File: config.mk
export PLATFORM = sky130hd
export DESIGN_NAME = pipeline_ctrl
export DESIGN_NICKNAME = d
export VERILOG_FILES = /design/src/rtl/pipeline_ctrl.sv
export SDC_FILE = /design/constraint.sdc
export NUM_CORES = 1
export LEC_CHECK = 0
export ABC_AREA = 1
export BUFFER_PORTS_ARGS = -buffer_cell sky130_fd_sc_hd__buf_2
export CAP_MARGIN = 20
export CELL_PAD_IN_SITES_DETAIL_PLACEMENT = 1
export CELL_PAD_IN_SITES_GLOBAL_PLACEMENT = 1
export CORE_MARGIN = 4
export CORE_UTILIZATION = 41
export DETAILED_ROUTE_END_ITERATION = 16
export PLACE_DENSITY_LB_ADDON = 0.1
export SETUP_SLACK_MARGIN = 0.02
export SLEW_MARGIN = 15
export SYNTH_ARGS = -nofsm -noshare
export SYNTH_HDL_FRONTEND = slang
export SYNTH_SLANG_ARGS = --single-unit
File: constraint.sdc
create_clock -name clk -period 2.6 [get_ports clk]
set_input_delay 0 -clock clk [delete_from_list [all_inputs] [get_ports clk]]
set_output_delay 0 -clock clk [all_outputs]
set_load 0.1 [all_outputs]
File: src/rtl/pipeline_ctrl.sv
// Hazard and sequencing controller for the 5-stage DLX pipeline: per-stage enables,
// flush/bubble controls, EX forwarding selects and saturating stall/flush counters.
module pipeline_ctrl #(
  parameter int unsigned CNT_W = 16
) (
  input  logic             clk,
  input  logic             reset,
  input  logic             i_ready,
  input  logic             mem_ready,
  input  logic [4:0]       id_rs1,
  input  logic [4:0]       id_rs2,
  input  logic [4:0]       id_rd,
  input  logic             id_load,
  input  logic             id_store,
  input  logic             id_pc_cmd_id,
  input  logic             ex_taken,
  output logic             pc_en,
  output logic             ifid_en,
  output logic             idex_en,
  output logic             exmem_en,
  output logic             memwb_en,
  output logic             flush_ifid,
  output logic             bubble_idex,
  output logic             bubble_memwb,
  output logic [1:0]       fwd_a,
  output logic [1:0]       fwd_b,
  output logic [CNT_W-1:0] stall_cnt,
  output logic [CNT_W-1:0] flush_cnt
);

  localparam int unsigned REG_W = 5;
  localparam int unsigned FWD_W = 2;
  localparam logic [FWD_W-1:0] FWD_RF    = FWD_W'(0);
  localparam logic [FWD_W-1:0] FWD_EXMEM = FWD_W'(1);
  localparam logic [FWD_W-1:0] FWD_MEMWB = FWD_W'(2);
  localparam logic [CNT_W-1:0] CNT_MAX   = {CNT_W{1'b1}};

  // Shadow scoreboard of the instructions in EX, MEM and WB
  logic             v_ex_q, v_ex_d, ld_ex_q, ld_ex_d, st_ex_q, st_ex_d;
  logic [REG_W-1:0] rd_ex_q, rd_ex_d, rs1_ex_q, rs1_ex_d, rs2_ex_q, rs2_ex_d;
  logic             v_mem_q, v_mem_d, ld_mem_q, ld_mem_d, st_mem_q, st_mem_d;
  logic [REG_W-1:0] rd_mem_q, rd_mem_d;
  logic             v_wb_q, v_wb_d;
  logic [REG_W-1:0] rd_wb_q, rd_wb_d;
  logic [CNT_W-1:0] stall_cnt_q, stall_cnt_d, flush_cnt_q, flush_cnt_d;

  logic mem_wait_c, redirect_c, load_use_c;

  assign mem_wait_c = v_mem_q && (ld_mem_q || st_mem_q) && !mem_ready;
  assign redirect_c = ex_taken && v_ex_q;
  assign load_use_c = v_ex_q && ld_ex_q && (rd_ex_q != '0) &&
                      ((rd_ex_q == id_rs1) || (rd_ex_q == id_rs2));

  // Priority-ordered hazard resolution
  always_comb begin
    pc_en        = 1'b1;
    ifid_en      = 1'b1;
    idex_en      = 1'b1;
    exmem_en     = 1'b1;
    memwb_en     = 1'b1;
    flush_ifid   = 1'b0;
    bubble_idex  = 1'b0;
    bubble_memwb = 1'b0;
    if (reset) begin
      pc_en        = 1'b0;
      ifid_en      = 1'b0;
      idex_en      = 1'b0;
      exmem_en     = 1'b0;
      memwb_en     = 1'b0;
      flush_ifid   = 1'b1;
      bubble_idex  = 1'b1;
      bubble_memwb = 1'b1;
    end else if (mem_wait_c) begin
      pc_en        = 1'b0;
      ifid_en      = 1'b0;
      idex_en      = 1'b0;
      exmem_en     = 1'b0;
      bubble_memwb = 1'b1;
    end else if (redirect_c) begin
      flush_ifid   = 1'b1;
      bubble_idex  = 1'b1;
    end else if (load_use_c) begin
      pc_en        = 1'b0;
      ifid_en      = 1'b0;
      bubble_idex  = 1'b1;
    end else if (id_pc_cmd_id) begin
      pc_en        = i_ready;
      flush_ifid   = 1'b1;
    end else if (!i_ready) begin
      pc_en        = 1'b0;
      flush_ifid   = 1'b1;
    end
  end

  // Forwarding for the EX instruction; a load in MEM has no result on EX/MEM yet
  always_comb begin
    fwd_a = FWD_RF;
    fwd_b = FWD_RF;
    if (!reset) begin
      if (v_mem_q && !ld_mem_q && (rd_mem_q != '0) && (rd_mem_q == rs1_ex_q)) begin
        fwd_a = FWD_EXMEM;
      end else if (v_wb_q && (rd_wb_q != '0) && (rd_wb_q == rs1_ex_q)) begin
        fwd_a = FWD_MEMWB;
      end
      if (v_mem_q && !ld_mem_q && (rd_mem_q != '0) && (rd_mem_q == rs2_ex_q)) begin
        fwd_b = FWD_EXMEM;
      end else if (v_wb_q && (rd_wb_q != '0) && (rd_wb_q == rs2_ex_q)) begin
        fwd_b = FWD_MEMWB;
      end
    end
  end

  // Scoreboard advance: entries move only on edges where their stage enable is set
  always_comb begin
    v_ex_d   = v_ex_q;
    rd_ex_d  = rd_ex_q;
    rs1_ex_d = rs1_ex_q;
    rs2_ex_d = rs2_ex_q;
    ld_ex_d  = ld_ex_q;
    st_ex_d  = st_ex_q;
    v_mem_d  = v_mem_q;
    rd_mem_d = rd_mem_q;
    ld_mem_d = ld_mem_q;
    st_mem_d = st_mem_q;
    v_wb_d   = v_wb_q;
    rd_wb_d  = rd_wb_q;
    if (idex_en) begin
      v_ex_d   = !bubble_idex;
      rd_ex_d  = bubble_idex ? '0 : id_rd;
      rs1_ex_d = bubble_idex ? '0 : id_rs1;
      rs2_ex_d = bubble_idex ? '0 : id_rs2;
      ld_ex_d  = !bubble_idex && id_load;
      st_ex_d  = !bubble_idex && id_store;
    end
    if (exmem_en) begin
      v_mem_d  = v_ex_q;
      rd_mem_d = rd_ex_q;
      ld_mem_d = ld_ex_q;
      st_mem_d = st_ex_q;
    end
    if (memwb_en) begin
      v_wb_d  = !bubble_memwb && v_mem_q;
      rd_wb_d = bubble_memwb ? '0 : rd_mem_q;
    end
  end

  // Saturating performance counters
  always_comb begin
    stall_cnt_d = stall_cnt_q;
    flush_cnt_d = flush_cnt_q;
    if (!pc_en && (stall_cnt_q != CNT_MAX)) stall_cnt_d = stall_cnt_q + CNT_W'(1);
    if (flush_ifid && (flush_cnt_q != CNT_MAX)) flush_cnt_d = flush_cnt_q + CNT_W'(1);
  end

  always_ff @(posedge clk or posedge reset) begin
    if (reset) begin
      v_ex_q      <= 1'b0;
      rd_ex_q     <= '0;
      rs1_ex_q    <= '0;
      rs2_ex_q    <= '0;
      ld_ex_q     <= 1'b0;
      st_ex_q     <= 1'b0;
      v_mem_q     <= 1'b0;
      rd_mem_q    <= '0;
      ld_mem_q    <= 1'b0;
      st_mem_q    <= 1'b0;
      v_wb_q      <= 1'b0;
      rd_wb_q     <= '0;
      stall_cnt_q <= '0;
      flush_cnt_q <= '0;
    end else begin
      v_ex_q      <= v_ex_d;
      rd_ex_q     <= rd_ex_d;
      rs1_ex_q    <= rs1_ex_d;
      rs2_ex_q    <= rs2_ex_d;
      ld_ex_q     <= ld_ex_d;
      st_ex_q     <= st_ex_d;
      v_mem_q     <= v_mem_d;
      rd_mem_q    <= rd_mem_d;
      ld_mem_q    <= ld_mem_d;
      st_mem_q    <= st_mem_d;
      v_wb_q      <= v_wb_d;
      rd_wb_q     <= rd_wb_d;
      stall_cnt_q <= stall_cnt_d;
      flush_cnt_q <= flush_cnt_d;
    end
  end

  assign stall_cnt = stall_cnt_q;
  assign flush_cnt = flush_cnt_q;

endmodule

==> impl_metrics.ini <==
[status]
outcome = completed

[detailed_routing]
viasPerCell = 5.17
drtAntennaViolNets = 0
wl_um = 10800
drtIter0Drc = 161
via_count = 3536
first_pass_iters = 6
wl_per_cell_um = 15.8
drc = 0

[final_layout]
area_growth_pct = 20.0
final_cell_mix = nand2_1, buf_2, dfrtp_1
fin_util = 0.513
layout-drive-gt1-share = 0.210
final_common_cell = nand2_1
fill_cells = 1129
fin_nets = 599
seq_area_um2 = 1600
multiInputGateArea_um2 = 1890
n_antenna_cell = 0

[setup_path]
worstPathCellList = inv_1 > nand4_1 > o211ai_1 > nor4_1 > and2_1 > buf_2
worstSetupPathType = register to output pin
required_ns = 2.60
crit_end = fwd_b[0]
worstSetupStartpointType = register
worst-path-max-fanout = 5
slowest_delay_ns = 0.46
rrSetupSlack_ns = 0.59
arrival_ns = 2.23
cp_slowest_cell = nor4_1
r2r_end = flush_cnt[2]
endpoint_kind = output pin
crit_start = rd_mem_q[1]
ff2ff_path_depth = 12
r2r-start = rd_ex_q[0]

[yosys]
synth_cells = 489
synth_edf_count = 0
ys_types = 40
yosysTopAreaCellShare = 0.423
synth_area_leaders = dfrtp_1, nand2_1, nand3_1
synthArstFlopShare = 1.00
yosysSeqAreaShare = 0.423
syn_area_per_cell_um2 = 7.75
synth-seq-cells = 64
syn_nets = 514
synth_area_leader_cell = dfrtp_1
synth_warnings = 0
ys.flop_type = dfrtp_1
syn-cell-area_um2 = 3790

[power]
power_mw = 4.67
peakVddDrop_mv = 0.835
cellPowerDensity_nw_per_um2 = 1030
leakagePower_nw = 2.36

[floorplanning]
rows = 34
die_h_um = 104
start_util = 0.428
coreArea_um2 = 8850
die_w_um = 104
ioPinCount = 67
die-area_um2 = 10800

[timing]
holdWs_ns = 0.265
min_period_ns = 2.23
finalHoldViolations = 0
finClkSkew_ns = 0.00749
period_share = 0.857
setup_ws_ns = 0.373
fmax_ghz = 0.449
maxSlewHeadroom = 0.605
tns_ns = 0
tightest_slew_ns = 0.588
setup_viol = 0
rsz0062_at_grt = no
drv_slew = 0

[clock_tree]
clkTransAtPathRegs_ns = 0.06
clock-root-buffer = clkbuf_8
cts_tree = yes
htree_levels = 3
cts_sinks = 64
cts.repair.resized = 0
cts_max_path_buffers = 2
cts_made_buffers = 9
worst_skew_pair.late_latency_ns = 0.34

[min_path]
hold_class = input pin to register
min_path_cells = 5

[global_route]
grt_pass1_vias = 3737
antenna_found_initial = 0
grt_max_degree = 39
grt_pass1_wl_um = 18500
grt_usage = 0.209
grt_overflow = 0

[place]
hpwl_um = 7720
port_buffers = 66
place_ws_ns = 0.569
gp_routability_congestion = 0.804

[run]
drv_cap = 0
-- power breakdown --
group          leakage, nW  internal (mW)  switching [mW]
clock network       0.0842          0.382           0.382
logic                 1.44          0.558            1.71
registers            0.834           1.27           0.366
-- synth_stat cells, types with 2 or more instances --
cell type / instances
nand3_1: 60
nor4_1: 5
a21oi_1: 2
ha_1: 2
xor2_1: 19
inv_2: 8
nor2_1: 32
o21ai_1: 4
clkinv_1: 2
inv_1: 43
buf_2: 6
nor2_4: 2
nand4_1: 12
o22ai_1: 8
nor3_1: 6
clkbuf_1: 2
nand2_4: 3
nand3_2: 2
nand2_2: 12
nand2_1: 141
dfrtp_1: 64
o21ai_0: 19
buf_6: 3
a221oi_1: 2
xnor2_1: 14
buf_4: 2
-- registers in the layout, indices dropped and copies added, names as in the netlist, 5 cells and up --
| name | flops |
|---|---|
| stall_cnt | 16 |
| rd_wb_q | 5 |
| rd_ex_q | 5 |
| rd_mem_q | 5 |
| flush_cnt | 16 |
| rs1_ex_q | 5 |
| rs2_ex_q | 5 |
-- critical path: cells and delay by family, from the launching register on --
| family | cells | cell delay, ns |
|---|---|---|
| AO/OA/AOI/OAI | 1 | 0.17 |
| buffers and inverters | 2 | 0.54 |
| flip-flops | 1 | 0.38 |
| AND/OR/NAND/NOR | 3 | 0.80 |
-- cells by family (layout without fill, tap and decap cells) --
logic type                 count (synthesis)  in the layout  share of synthesized area
adders and majority gates                  2              2                    0.00661
DFF                                       64             64                      0.423
buffers and inverters                     68            155                     0.0819
xor gates and xnor gates                  33             33                     0.0763
AOI/OAI and AO/OA                         39             39                     0.0588
and+or+nand+nor                          283            283                      0.353
-- cell type report --
class                      count  share of cell area
multi-input combinational    357               0.415
clock inverter                 1             0.00110
tap                          108              0.0297
clock buffer                  12              0.0342
sequential                    64               0.353
timing repair buffer          88               0.122
inverter                      54              0.0452
-- metal layers --
layer / vias to the layer above / share of wire / track usage / wire length (µm)
met1: 1699 / 0.49 / 0.285 / 5230
met5: - / 0 / 0 / 0
met4: 0 / 0.016 / 0.0760 / 174
li1: 1752 / - / - / -
met3: 14 / 0.039 / 0.0435 / 419
met2: 71 / 0.46 / 0.330 / 4950
-- per-stage QoR --
step,cells,cell area [µm²]
6_report,684,4540
5_1_grt,684,4540
4_1_cts,684,4540
3_5_place_dp,653,4200
3_3_place_gp,653,4200
2_1_floorplan,489,3800
-- how the worst min path moves through the flow --
stage                    from         end  slack (ns)
finish              mem_ready    st_mem_q        0.26
global route        mem_ready    st_mem_q        0.33
CTS                 mem_ready    st_mem_q        0.27
detailed placement      reset      v_wb_q        0.24
global placement        reset  rd_wb_q[4]        0.23
floorplan               reset  rd_wb_q[4]        0.12
-- what timing repair did --
action | 4_1_cts | 5_1_grt
buffers inserted | 0 | 0
hold buffers | 18 | 0
hold endpoints to repair | 83 | 0
No activity file was read; power rests on OpenSTA's default activity.
